### src/rtl/pif_rom_ctrl.sv
// pif_rom_ctrl: word-fetch controller and two-port round-robin arbiter for the
// 512-byte PIF boot ROM. Each 32-bit word read is turned into four byte reads
// on the ROM's synchronous port. The bytes are assembled big-endian and the
// granted requester is acknowledged. A lockout returns zero data to masked
// requesters without touching the ROM.
//
// Ports:
//   clk, reset_n          clock, asynchronous active-low reset
//   req0/addr0/ack0/data0 requester 0 (PIF MCU): word request, word address,
//                         one-cycle ack, read data held until the next ack
//   req1/addr1/ack1/data1 requester 1 (SI/RCP boot path), same protocol
//   lock                  ROM lockout, sampled at grant
//   rom_address, rom_oe   byte address and output enable to the ROM
//   rom_valid, rom_q      byte valid and data returned one cycle after rom_oe
module pif_rom_ctrl #(
  parameter logic [1:0] LOCK_MASK = 2'b10
) (
  input  logic        clk,
  input  logic        reset_n,
  input  logic        req0,
  input  logic [6:0]  addr0,
  output logic        ack0,
  output logic [31:0] data0,
  input  logic        req1,
  input  logic [6:0]  addr1,
  output logic        ack1,
  output logic [31:0] data1,
  input  logic        lock,
  output logic [8:0]  rom_address,
  output logic        rom_oe,
  input  logic        rom_valid,
  input  logic [7:0]  rom_q
);

  localparam int unsigned WORD_W = 7;
  localparam int unsigned ADDR_W = 9;
  localparam int unsigned DATA_W = 32;
  localparam int unsigned BYTE_W = 8;
  localparam int unsigned BEAT_W = 2;
  localparam int unsigned HOLD_W = DATA_W - BYTE_W;

  typedef enum logic [1:0] {
    IDLE    = 2'd0,
    FETCH   = 2'd1,
    LOCKOUT = 2'd2,
    ACK     = 2'd3
  } state_t;

  state_t              state, state_nxt;
  logic                gnt, gnt_nxt;
  logic                last_gnt, last_gnt_nxt;
  logic [WORD_W-1:0]   word, word_nxt;
  logic [BEAT_W-1:0]   issue_cnt, issue_nxt;
  logic [BEAT_W-1:0]   rx_cnt, rx_nxt;
  logic [HOLD_W-1:0]   hold, hold_nxt;
  logic                oe_nxt;
  logic [ADDR_W-1:0]   raddr_nxt;
  logic                ack0_nxt, ack1_nxt;
  logic [DATA_W-1:0]   data0_nxt, data1_nxt;

  // Arbitration: a lone request wins; on contention the one not granted last.
  logic                gnt_sel;
  logic [WORD_W-1:0]   addr_sel;
  assign gnt_sel  = (req0 & req1) ? ~last_gnt : req1;
  assign addr_sel = gnt_sel ? addr1 : addr0;

  // State and datapath registers.
  always_ff @(posedge clk or negedge reset_n) begin
    if (!reset_n) begin
      state       <= IDLE;
      gnt         <= 1'b0;
      last_gnt    <= 1'b1;  // makes requester 0 win the first contention
      word        <= '0;
      issue_cnt   <= '0;
      rx_cnt      <= '0;
      hold        <= '0;
      rom_oe      <= 1'b0;
      rom_address <= '0;
      ack0        <= 1'b0;
      ack1        <= 1'b0;
      data0       <= '0;
      data1       <= '0;
    end else begin
      state       <= state_nxt;
      gnt         <= gnt_nxt;
      last_gnt    <= last_gnt_nxt;
      word        <= word_nxt;
      issue_cnt   <= issue_nxt;
      rx_cnt      <= rx_nxt;
      hold        <= hold_nxt;
      rom_oe      <= oe_nxt;
      rom_address <= raddr_nxt;
      ack0        <= ack0_nxt;
      ack1        <= ack1_nxt;
      data0       <= data0_nxt;
      data1       <= data1_nxt;
    end
  end

  // Next-state and next-output logic.
  always_comb begin
    state_nxt    = state;
    gnt_nxt      = gnt;
    last_gnt_nxt = last_gnt;
    word_nxt     = word;
    issue_nxt    = issue_cnt;
    rx_nxt       = rx_cnt;
    hold_nxt     = hold;
    oe_nxt       = rom_oe;
    raddr_nxt    = rom_address;
    ack0_nxt     = 1'b0;
    ack1_nxt     = 1'b0;
    data0_nxt    = data0;
    data1_nxt    = data1;

    case (state)
      IDLE: begin
        if (req0 | req1) begin
          gnt_nxt      = gnt_sel;
          last_gnt_nxt = gnt_sel;
          word_nxt     = addr_sel;
          if (lock && LOCK_MASK[gnt_sel]) begin
            state_nxt = LOCKOUT;
          end else begin
            state_nxt = FETCH;
            oe_nxt    = 1'b1;
            raddr_nxt = {addr_sel, 2'b00};
            issue_nxt = '0;
            rx_nxt    = '0;
          end
        end
      end

      FETCH: begin
        // Issue side: step the byte lane each cycle, stop after lane 3.
        if (rom_oe) begin
          if (issue_cnt == 2'd3) begin
            oe_nxt = 1'b0;
          end else begin
            issue_nxt = BEAT_W'(issue_cnt + 2'd1);
            raddr_nxt = {word, BEAT_W'(issue_cnt + 2'd1)};
          end
        end
        // Receive side: shift in the first three bytes, finish on the fourth.
        if (rom_valid) begin
          rx_nxt = BEAT_W'(rx_cnt + 2'd1);
          if (rx_cnt == 2'd3) begin
            if (gnt) begin
              data1_nxt = {hold, rom_q};
              ack1_nxt  = 1'b1;
            end else begin
              data0_nxt = {hold, rom_q};
              ack0_nxt  = 1'b1;
            end
            state_nxt = ACK;
          end else begin
            hold_nxt = {hold[HOLD_W-BYTE_W-1:0], rom_q};
          end
        end
      end

      // Locked requester: zero data, no ROM access.
      LOCKOUT: begin
        if (gnt) begin
          data1_nxt = '0;
          ack1_nxt  = 1'b1;
        end else begin
          data0_nxt = '0;
          ack0_nxt  = 1'b1;
        end
        state_nxt = ACK;
      end

      ACK: begin
        state_nxt = IDLE;
      end

      default: begin
        state_nxt = IDLE;
      end
    endcase
  end

endmodule

### config.mk
export PLATFORM = sky130hd
export DESIGN_NAME = pif_rom_ctrl
export DESIGN_NICKNAME = d
export VERILOG_FILES = /design/src/rtl/pif_rom_ctrl.sv
export SDC_FILE = /design/constraint.sdc
export NUM_CORES = 1
export LEC_CHECK = 0
export ABC_AREA = 1
export CAP_MARGIN = 0
export CORE_MARGIN = 5
export CORE_UTILIZATION = 40
export DETAILED_ROUTE_END_ITERATION = 6
export SLEW_MARGIN = 40
export SYNTH_ARGS = -nofsm -noshare
export SYNTH_HDL_FRONTEND = slang
export SYNTH_SLANG_ARGS = --single-unit
### constraint.sdc
create_clock -name clk -period 4.6 [get_ports clk]
set_input_delay 0.92 -clock clk [delete_from_list [all_inputs] [get_ports clk]]
set_output_delay 0.92 -clock clk [all_outputs]
set_load 0.01 [all_outputs]
After elaboration in Yosys (flattened, before gate mapping)
Index checks and enable logic that the tools add are counted.
Widths: inputs -> output; s select.
Word-level totals
  register bits after elaboration: 115
  input bits: 28
  output and inout port bits: 76
  logic and storage cells: 91
Cells by class
  $add $sub $neg: 2
  order comparisons: 1
  equal/unequal tests: 15
  mux-type cells: 44
  bitwise operators: 4
  reduce and logical (&&, ||, !) cells: 12
Operator list (number)
  $mux 32: 8
  $pmux 32 s2: 2
  $mux 9: 4
  $ne 2x2->1 const B: 10
  $mux 2: 9
  $pmux 9 s2: 1
  $reduce_and 5->1: 3
  $mux 1: 13
  $reduce_and 3->1: 3
  $eq 2x2->1 const B: 4
  $pmux 2 s2: 2
  $pmux 2 s4: 1
  $mux 7: 1
  $pmux 1 s2: 3
  $add 2x1->2 const B: 2
  $reduce_and 4->1: 1
  $reduce_bool 2->1: 2
  $eq 2x1->1 const B: 1
  $logic_not 2->1: 1
  $lt 1x2->1 const B: 1
  $not 1->1: 2
  $reduce_and 2->1: 1
  $and 1x1->1: 1
  $logic_and 1x1->1: 1
  $or 1x1->1: 1

Longest topological paths before layout
Gate-level depths: netlist (run 1).
  word-level depth: 8
  gate-level depth with buffers: 10
  depth with buffers taken out: 9

Worst setup path before layout (run 1)
Ideal clock, no wire load.
  kind: input to register
  from: in req1
  to: reg rom_oe
  library setup time: 131 ps
  arrival: 1702 ps
  required time: 4469 ps
  path slack: 2767 ps
  cell stages on the path: 7
  path buffers: 1
  cell sequence: buf_4 -> nor2_2 -> nor2_4 -> nand2_2 -> nand2_4 -> nand2_2 -> o21ai_0
Between the ends
  word-level cells in the longest chain between the ends: 7
  elaborated cells between the ends (all ways): 9
  classes of those cells: eq/ne (2); mux (3); bitwise (2); reduce/logical (2)
RTL lines
  from (decl): RTL line 24  | input logic req1,
  $and 1x1->1: RTL line 64  | assign gnt_sel = (req0 & req1) ? ~last_gnt : req1;
  $mux 1: RTL line 64
  $mux 1 (implied by the code) (2 in a row): RTL line 122  | if (lock && LOCK_MASK[gnt_sel]) begin
  $logic_and 1x1->1: RTL line 122
  $ne 2x2->1 (no line)
  $reduce_and 3->1 (no line) *
  to (signal assigned): RTL line 91  | rom_oe <= oe_nxt;
  to (decl): RTL line 30  | output logic rom_oe,
Every way passes the cells marked *; elsewhere a longest branch is shown, timed or not. The select of a mux whose other input is x is not followed.
A chain may end at the register's enable or synchronous reset.

Final worst setup path (run 1)
  from: in rom_valid
  to: reg data0[26]
Between the ends
  word-level cells in the longest chain between the ends: 2
RTL lines
  from (decl): RTL line 31  | input logic rom_valid,
  $ne 2x2->1 (no line)
  $reduce_and 5->1 (no line)
  to (signal assigned): RTL line 95  | data0 <= data0_nxt;
  to (decl): RTL line 23  | output logic [31:0] data0,
No other way between the ends.

==> reports/metrics.cfg, run 1 <==
[status]
status=completed

[global_route]
grt_max_degree=52
grt_overflow=0
antenna_found_initial=0
grt_use_total=0.180
grt_pass1_vias=4402
grt_first_pass_wirelength_um=21200

[sta]
hold_ws_ps=468
setup_viol=0
fin_crit_sh=0.610
finalSetupTns_ps=0
maxSlewViolCount=0
min_period_ps=2800
relSlewSlack=0.506
hold_viol=0
skew_ps=9.02
rsz0062_at_grt=no
fmax_mhz=357
tightest_slew_ps=741

[detailed_routing]
ant_nets=0
firstDrtPassIters=4
routed_via_density=4.76
wl_per_cell_um=13.9
vias=4254
drt_iter0_markers=320
wl_um=12400
drc=0

[logic_synthesis]
synth.distinct_cells=27
syn-cell-area_um2=5040
synth_fp_nets=641
synth_ff_type=dfrtp_1
synth-seq-area-share=0.561
ys_ff_latch=113
synth_top_area_share=0.556
synthTopCellsByCount=238 x nand2_1, 112 x dfrtp_1, 83 x nand3_1
yosysWarnings=0
post-synth-top-count-cell=nand2_1
synth_edf_count=0
synthArstFlopShare=1.00
syn_avg_cell_area_um2=8.29
synth.largest_area_cell=dfrtp_1
syn_inst=608
synth_area_leaders=dfrtp_1 56%, nand2_1 18%, nand3_1 8.2%, inv_1 3.6%, o21ai_0 2.6%

[place]
port_buffers=103
gp_congestion=0.813
hpwl_um=8650

[floorplan]
dieHeight_um=122
core_area_um2=12500
io_pins=104
die-area_um2=14900
initial_utilization=0.404
row_count=41
dieWidth_um=122

[pwr]
power.density_nw_per_um2=769
p_leak_nw=3.47
p_clk_frac=0.252
combinationalPowerShare=0.438
swShare=0.397
power_frac_seq=0.309
switching_power_mw=2.06
peakVddDrop_v=0.000359
p_int_mw=3.14

[worst_setup_path]
worstSetupStartpointType=input pin
critPathCaptureType=flip-flop
critPathKind=input pin to flip-flop
cp.required_ps=4890
cp.arrival_ps=3100
critical_path_peak_fanout=32

[final_layout]
syn2layout_area_growth_pct=34.3
antennaDiodeCount=0
fill_cells=1171
layout-drive-gt1-share=0.0749
regArea_um2=2830
nets=741
multi_input_area_um2=1830

[clock_tree]
clk_pin_slew_ps=50
clock_tree.root_cell=clkbuf_16
cts_made_buffers=17
post-cts-setup-buffers=0
cts_resized=0
htree_num_levels=4
clk-insertion-delay-late_ps=410
clockBufferDepth=2
postCtsHoldBufs=0
cts_tree=built
cts.sinks=113

[job]
maxCapViolCount=0

[worst_hold_path]
hold_class=flip-flop to flip-flop

## worst paths after layout
path                                  startpoint               endpoint  slack [ps]  cells past startpoint
hold reg to reg            data1[19]$_DFFE_PN0P_  data1[19]$_DFFE_PN0P_         470                      2
setup reg to reg            state[1]$_DFFE_PN0P_  data0[26]$_DFFE_PN0P_        1910                      9
max in group asynchronous                reset_n  data0[17]$_DFFE_PN0P_        3120                      2
setup / recovery                       rom_valid  data0[26]$_DFFE_PN0P_        1800                      9
min in group asynchronous                reset_n  data1[26]$_DFFE_PN0P_         550                      1
hold / removal             data1[19]$_DFFE_PN0P_  data1[19]$_DFFE_PN0P_         470                      2
## cells in the final DEF, fill, tap and decap left out, drive strengths merged, types with 2 or more instances in the layout
cell type | synthesis | layout
o21ai | 29 | 29
clkdlybuf4s50 | 0 | 102
nand3b | 9 | 9
inv | 51 | 51
bufinv | 0 | 3
a21oi | 3 | 3
clkbuf | 4 | 22
clkinvlp | 0 | 2
clkinv | 1 | 6
buf | 27 | 10
nand3 | 83 | 83
nor2 | 37 | 37
ha | 5 | 5
dfrtp | 112 | 112
nand2 | 243 | 243
## metrics by stage
stage	utilization	cells	setup slack [ps]	instance area (µm²)	power [mW]
6_report	0.543	893	1800	6770	5.21
4_1_cts	0.543	893	1820	6770	5.27
2_1_floorplan	-	608	2770	5040	3.10
3_3_place_gp	0.495	861	1480	6170	3.89
5_1_grt	0.543	893	1570	6770	5.66
3_5_place_dp	0.495	861	1390	6170	3.93
## per-layer routing
layer | track usage | vias to the layer above | part of all wire
met5 | 0 | - | 0
met4 | 0.0595 | 0 | 0.014
met3 | 0.0530 | 16 | 0.049
met2 | 0.274 | 96 | 0.45
met1 | 0.249 | 2035 | 0.48
li1 | - | 2107 | -
## cell type report
class / count / share of cell area
Sequential cell: 113 / 0.418
Multi-Input combinational cell: 412 / 0.271
Timing Repair Buffer: 112 / 0.162
Clock buffer: 22 / 0.0686
Tap cell: 172 / 0.0318
Inverter: 52 / 0.0288
Clock inverter: 10 / 0.0198
## critical path, stage by stage
cell and delay [ps]:
clkdlybuf4s50_1 540, inv_2 60, nand2_4 80, nand2_1 100
nor2_4 500, nand2_1 400, buf_4 330, nand2_1 90
nand2_1 50
## logic make-up after synthesis
group	after synthesis	synth area share
AND/OR/NAND/NOR	374	0.314
flip-flops	113	0.561
buffers and inverters	83	0.0757
AO/OA/AOI/OAI	33	0.0370
adder cells (fa/ha/maj)	5	0.0124
## power groups by stage
stage / sequential (mW) / combinational, mW / clock [mW]
5_1_grt: 1.66 / 2.60 / 1.39
6_report: 1.61 / 2.28 / 1.31
3_5_place_dp: 1.62 / 2.31 / 0
4_1_cts: 1.61 / 2.31 / 1.34
2_1_floorplan: 1.69 / 1.41 / 0
3_3_place_gp: 1.62 / 2.27 / 0
## registers in the layout (all words and copies together), names as in the netlist
name	flops
data0	32
data1	32
hold	24
rom_address	9
word	7
rx_cnt	2
state	2
ack0	1
ack1	1
gnt	1
last_gnt	1
rom_oe	1
No activity file was read; power rests on OpenSTA's default activity.
==> run 2, diff against run 1 <==
--- a/config.mk
+++ b/config.mk
@@ -10,6 +10,7 @@
 export CORE_MARGIN = 5
 export CORE_UTILIZATION = 40
 export DETAILED_ROUTE_END_ITERATION = 6
+export PLACE_DENSITY = 0.67
 export SLEW_MARGIN = 40
 export SYNTH_ARGS = -nofsm -noshare
 export SYNTH_HDL_FRONTEND = slang
==> constraint.sdc (replaced) <==
create_clock -name clk -period 2.35 [get_ports clk]
set_input_delay 0.47 -clock clk [delete_from_list [all_inputs] [get_ports clk]]
set_output_delay 0.47 -clock clk [all_outputs]
set_load 0.01 [all_outputs]
==> run 2 against run 1 <==
  * Clock power rose by 78%
  * Critical path type is now flip-flop to flip-flop
  * Non-clock buffer count rose by 6
  * Wire length rose by 0.69%
  * Highest routed layer unchanged
  * Critical path depth did not move
  * Register-to-register slack got worse by 1500 ps
==> reports/metrics.cfg, run 2 (synthesized netlist as in run 1, its figures left out) <==
[worst_setup_path]
worstSetupStartpointType=flip-flop
cp_top_family=simple AND/OR/NAND/NOR gates
critical_path_peak_fanout=32
crit_top_cell=nand2_1
reg2reg_depth=9
critPathCaptureType=flip-flop
cp.required_ps=2680
critical_path_cell_count=9
cp.arrival_ps=2250
cp_cell_sequence=inv_1 > ha_1 > nand2_4 > nand2_1 > nor2_4 > nand2_1 > buf_4 > nand2_1 > nand2_1
slowest_stage=ha_1
critPathKind=flip-flop to flip-flop
cp_slowest_stage_delay_ps=470
path_buf_inv=2

[clock_tree]
cts_tree=built
clock_tree.root_cell=clkbuf_16
cts_resized=0
cts_made_buffers=17
cts.sinks=113
postCtsHoldBufs=0
post-cts-setup-buffers=0
clockBufferDepth=2
clk-insertion-delay-late_ps=410
clk_pin_slew_ps=50
htree_num_levels=4

[sta]
relSlewSlack=0.663
tightest_slew_ps=505
setup_viol=0
fin_crit_sh=0.814
maxSlewViolCount=0
finalSetupTns_ps=0
rsz0062_at_grt=no
hold_viol=0
min_period_ps=1910
fin_ws_ps=436
skew_ps=12.2
fmax_mhz=522

[final_layout]
layout-drive-gt1-share=0.0840
finalInstanceArea_um2=6770
final_cell_mix=238 x nand2_1, 112 x dfrtp_1, 102 x clkdlybuf4s50_1
syn2layout_area_growth_pct=34.4
top_regs=data0: 32 flops, data1: 32 flops, hold: 24 flops
nets=747
antennaDiodeCount=0
final_common_cell=nand2_1

[pwr]
power.density_nw_per_um2=1480
switching_power_mw=4.09
p_int_mw=5.96
peakVddDrop_v=0.000760
p_leak_nw=3.47
swShare=0.407
power_frac_seq=0.315
combinationalPowerShare=0.453
p_clk_frac=0.232

[floorplan]
core_area_um2=12500
io_pins=104
dieHeight_um=122
dieWidth_um=122
initial_utilization=0.404
row_count=41
die-area_um2=14900

[detailed_routing]
drc=0
ant_nets=0
wl_um=12500
drt_iter0_markers=346
vias=4301
wl_per_cell_um=13.9
routed_via_density=4.79
firstDrtPassIters=5

[place]
post_dp_cell_area_um2=6230
port_buffers=103
place_ws_ps=364
gp_congestion=0.821
hpwl_um=8850

[global_route]
grt_pass1_vias=4285
grt_use_total=0.177
antenna_found_initial=0
grt_overflow=0
grt_max_degree=49
grt_first_pass_wirelength_um=21100

[worst_hold_path]
hold_class=input pin to asynchronous set/reset pin

[status]
status=completed

[job]
maxCapViolCount=0

run 2: metrics by stage:
| step | hold WS, ps | util | instances | power, mW |
|---|---|---|---|---|
| 2_1_floorplan | 174 | - | 608 | 6.07 |
| 3_3_place_gp | 456 | 0.500 | 867 | 7.66 |
| 3_5_place_dp | 461 | 0.500 | 867 | 7.79 |
| 4_1_cts | 42.5 | 0.543 | 898 | 10.2 |
| 5_1_grt | 67.3 | 0.543 | 898 | 10.9 |
| 6_report | 34.6 | 0.543 | 898 | 10.1 |
run 2: cell type report:
cell class                 instances  area [µm²]
sequential                       113        2830
clock inverter                    13         118
clock buffer                      18         429
inverter                          52         195
timing repair buffer             118        1150
fill                            1148        5690
tap                              172         215
multi-input combinational        412        1830
run 2: path summary, 6_finish.rpt:
path / slack [ps] / from / end
setup / recovery: 440 / state[1]$_DFFE_PN0P_ / data0[27]$_DFFE_PN0P_
min in group clk: 470 / last_gnt$_DFFE_PN1P_ / last_gnt$_DFFE_PN1P_
hold reg to reg: 470 / last_gnt$_DFFE_PN1P_ / last_gnt$_DFFE_PN1P_
hold / removal: 30 / reset_n / data1[28]$_DFFE_PN0P_
max in group asynchronous: 1540 / reset_n / data0[10]$_DFFE_PN0P_
setup reg to reg: 440 / state[1]$_DFFE_PN0P_ / data0[27]$_DFFE_PN0P_
run 2: routing by layer:
layer	GRT usage	share of wire
met5	0	0
met4	0.0469	0.0074
met1	0.243	0.46
met3	0.0590	0.063
met2	0.273	0.47
run 2: power groups by stage:
stage | logic, mW | registers, mW | clock network, mW
after floorplan | 2.76 | 3.31 | 0
after global placement | 4.49 | 3.17 | 0
after detailed placement | 4.61 | 3.18 | 0
after CTS | 4.62 | 3.17 | 2.37
after global routing | 5.17 | 3.25 | 2.46
final | 4.56 | 3.17 | 2.33
run 2: worst reg2reg max path, stage by stage, from the launching register on:
cell     delay, ps
dfrtp_1        400
inv_1           90
ha_1           470
nand2_4        120
nand2_1        130
nor2_4          50
nand2_1         60
buf_4          340
nand2_1        100
nand2_1         80
==> run 3, diff against run 2 <==
==> constraint.sdc (replaced) <==
create_clock -name clk -period 1.7 [get_ports clk]
set_input_delay 0.34 -clock clk [delete_from_list [all_inputs] [get_ports clk]]
set_output_delay 0.34 -clock clk [all_outputs]
set_load 0.01 [all_outputs]
==> run 3 against run 2 <==
  * Clock-buffer cell count rose by 6
  * Sequential share of layout area is 1.1 points lower
  * Sequential power up 38%
  * Clock skew down 2.4 ps
  * Sequential cell count unchanged
  * Wire length increased by 2.7%
  * Largest power group unchanged
==> reports/metrics.cfg, run 3 (synthesized netlist as in run 1, its figures left out) <==
[final_layout]
top_regs=data0: 32 flops, data1: 32 flops, hold: 24 flops
final_common_cell=nand2_1
layout.cells.non_filler=907
nets=757
multi_input_area_um2=1850
regArea_um2=2830
finalInstanceArea_um2=6960
syn2layout_area_growth_pct=38.1
fill_cells=1109
final_cell_mix=238 x nand2_1, 112 x dfrtp_1, 86 x clkdlybuf4s50_1
final_core_util=0.558
antennaDiodeCount=0
layout-drive-gt1-share=0.0925

[clock_tree]
clk-insertion-delay-late_ps=410
htree_num_levels=4
clockBufferDepth=2
clock_tree.root_cell=clkbuf_16
post-cts-setup-buffers=0
cts_tree=built
cts_made_buffers=17
clk_pin_slew_ps=50
cts.sinks=113

[global_route]
grt_use_met1=0.243
global_route.usage.met2=0.286
antenna_found_initial=0
grt_overflow=0
grt_max_degree=49
grt_pass1_vias=4414
grt_use_total=0.183
met3_usage=0.0562
grt-busiest-layer=met2
grt_first_pass_wirelength_um=21700

[worst_setup_path]
reg2reg_depth=8
critPathCaptureType=output pin
critPathKind=flip-flop to output pin
cp_top_family=buffers and inverters
cp.arrival_ps=1340
cp.required_ps=1360
slowest_stage=clkdlybuf4s50_1
critical_path_cell_count=1
cp_slowest_stage_delay_ps=550
r2r_slack_ps=120
cp_cell_sequence=clkdlybuf4s50_1
critical_path_peak_fanout=2
worstSetupStartpointType=flip-flop
path_buf_inv=1

[pwr]
p_clk_frac=0.232
p_int_mw=8.70
power_frac_seq=0.303
swShare=0.397
peakVddDrop_v=0.00107
power.density_nw_per_um2=2070
switching_power_mw=5.73
p_leak_nw=3.73
power_mw=14.4
combinationalPowerShare=0.465

[floorplan]
core_area_um2=12500
io_pins=104
die-area_um2=14900
dieWidth_um=122
row_count=41
initial_utilization=0.404
dieHeight_um=122

[sta]
tightest_slew_ps=405
skew_ps=9.72
finalSetupTns_ps=0
fmax_mhz=596
relSlewSlack=0.730
hold_ws_ps=422
rsz0062_at_grt=yes
min_period_ps=1680
hold_viol=0
setup_viol=0
fin_crit_sh=0.987
fin_ws_ps=22.8
maxSlewViolCount=0

[detailed_routing]
wl_per_cell_um=14.1
vias=4352
firstDrtPassIters=6
ant_nets=0
routed_via_density=4.80
drt_iter0_markers=287
wl_um=12800
drc=0

[status]
status=completed

[place]
port_buffers=103
placed_cells=876
hpwl_um=9160
post_dp_cell_area_um2=6340
gp_congestion=0.827
place_ws_ps=-72.7

[worst_hold_path]
hold_class=input pin to asynchronous set/reset pin

[job]
maxCapViolCount=0

[run 3: cell count changes in the layout (fill, tap and decap cells not counted), sizes merged]
cell	delta
clkinv	-5
clkbuf	+6
dlygate4sd2	+4
dlygate4sd3	+1
clkinvlp	-3
clkdlybuf4s50	-16
bufinv	+1
buf	+9
dlymetal6s2s	+12
[run 3: metal layers]
metal,up-vias,part of all wire
met5,-,0
met1,2098,0.46
met3,19,0.053
met4,0,0.016
li1,2140,-
met2,95,0.47
[run 3: what timing repair did]
action,in CTS,in global routing
setup endpoints to repair,12,86
endpoints found under the hold margin,26,0
hold buffers,1,0
gates resized for setup,5,18
pin swaps,0,0
[run 3: cell type report]
type,count,area share
Sequential cell,113,0.406
Multi-Input combinational cell,412,0.265
Clock buffer,24,0.0678
Timing Repair Buffer,128,0.189
Inverter,52,0.0286
Tap cell,172,0.0309
Clock inverter,6,0.0119
[run 3: power groups by stage]
| stage | clock network, mW | logic, mW | registers [mW] |
|---|---|---|---|
| 2_1_floorplan | 0 | 3.81 | 4.57 |
| 3_3_place_gp | 0 | 6.55 | 4.38 |
| 3_5_place_dp | 0 | 6.71 | 4.39 |
| 4_1_cts | 3.41 | 6.74 | 4.38 |
| 5_1_grt | 3.54 | 7.52 | 4.49 |
| 6_report | 3.35 | 6.70 | 4.38 |
[run 3: final timing paths]
check / start / end
setup / recovery: rom_address[2]$_DFFE_PN0P_ / rom_address[2]
hold / removal: reset_n / gnt$_DFFE_PN0P_
setup reg to reg: state[1]$_DFFE_PN0P_ / rom_address[0]$_DFFE_PN0P_
hold reg to reg: data1[17]$_DFFE_PN0P_ / data1[17]$_DFFE_PN0P_
max in group asynchronous: reset_n / data1[0]$_DFFE_PN0P_
min in group clk: data1[17]$_DFFE_PN0P_ / data1[17]$_DFFE_PN0P_
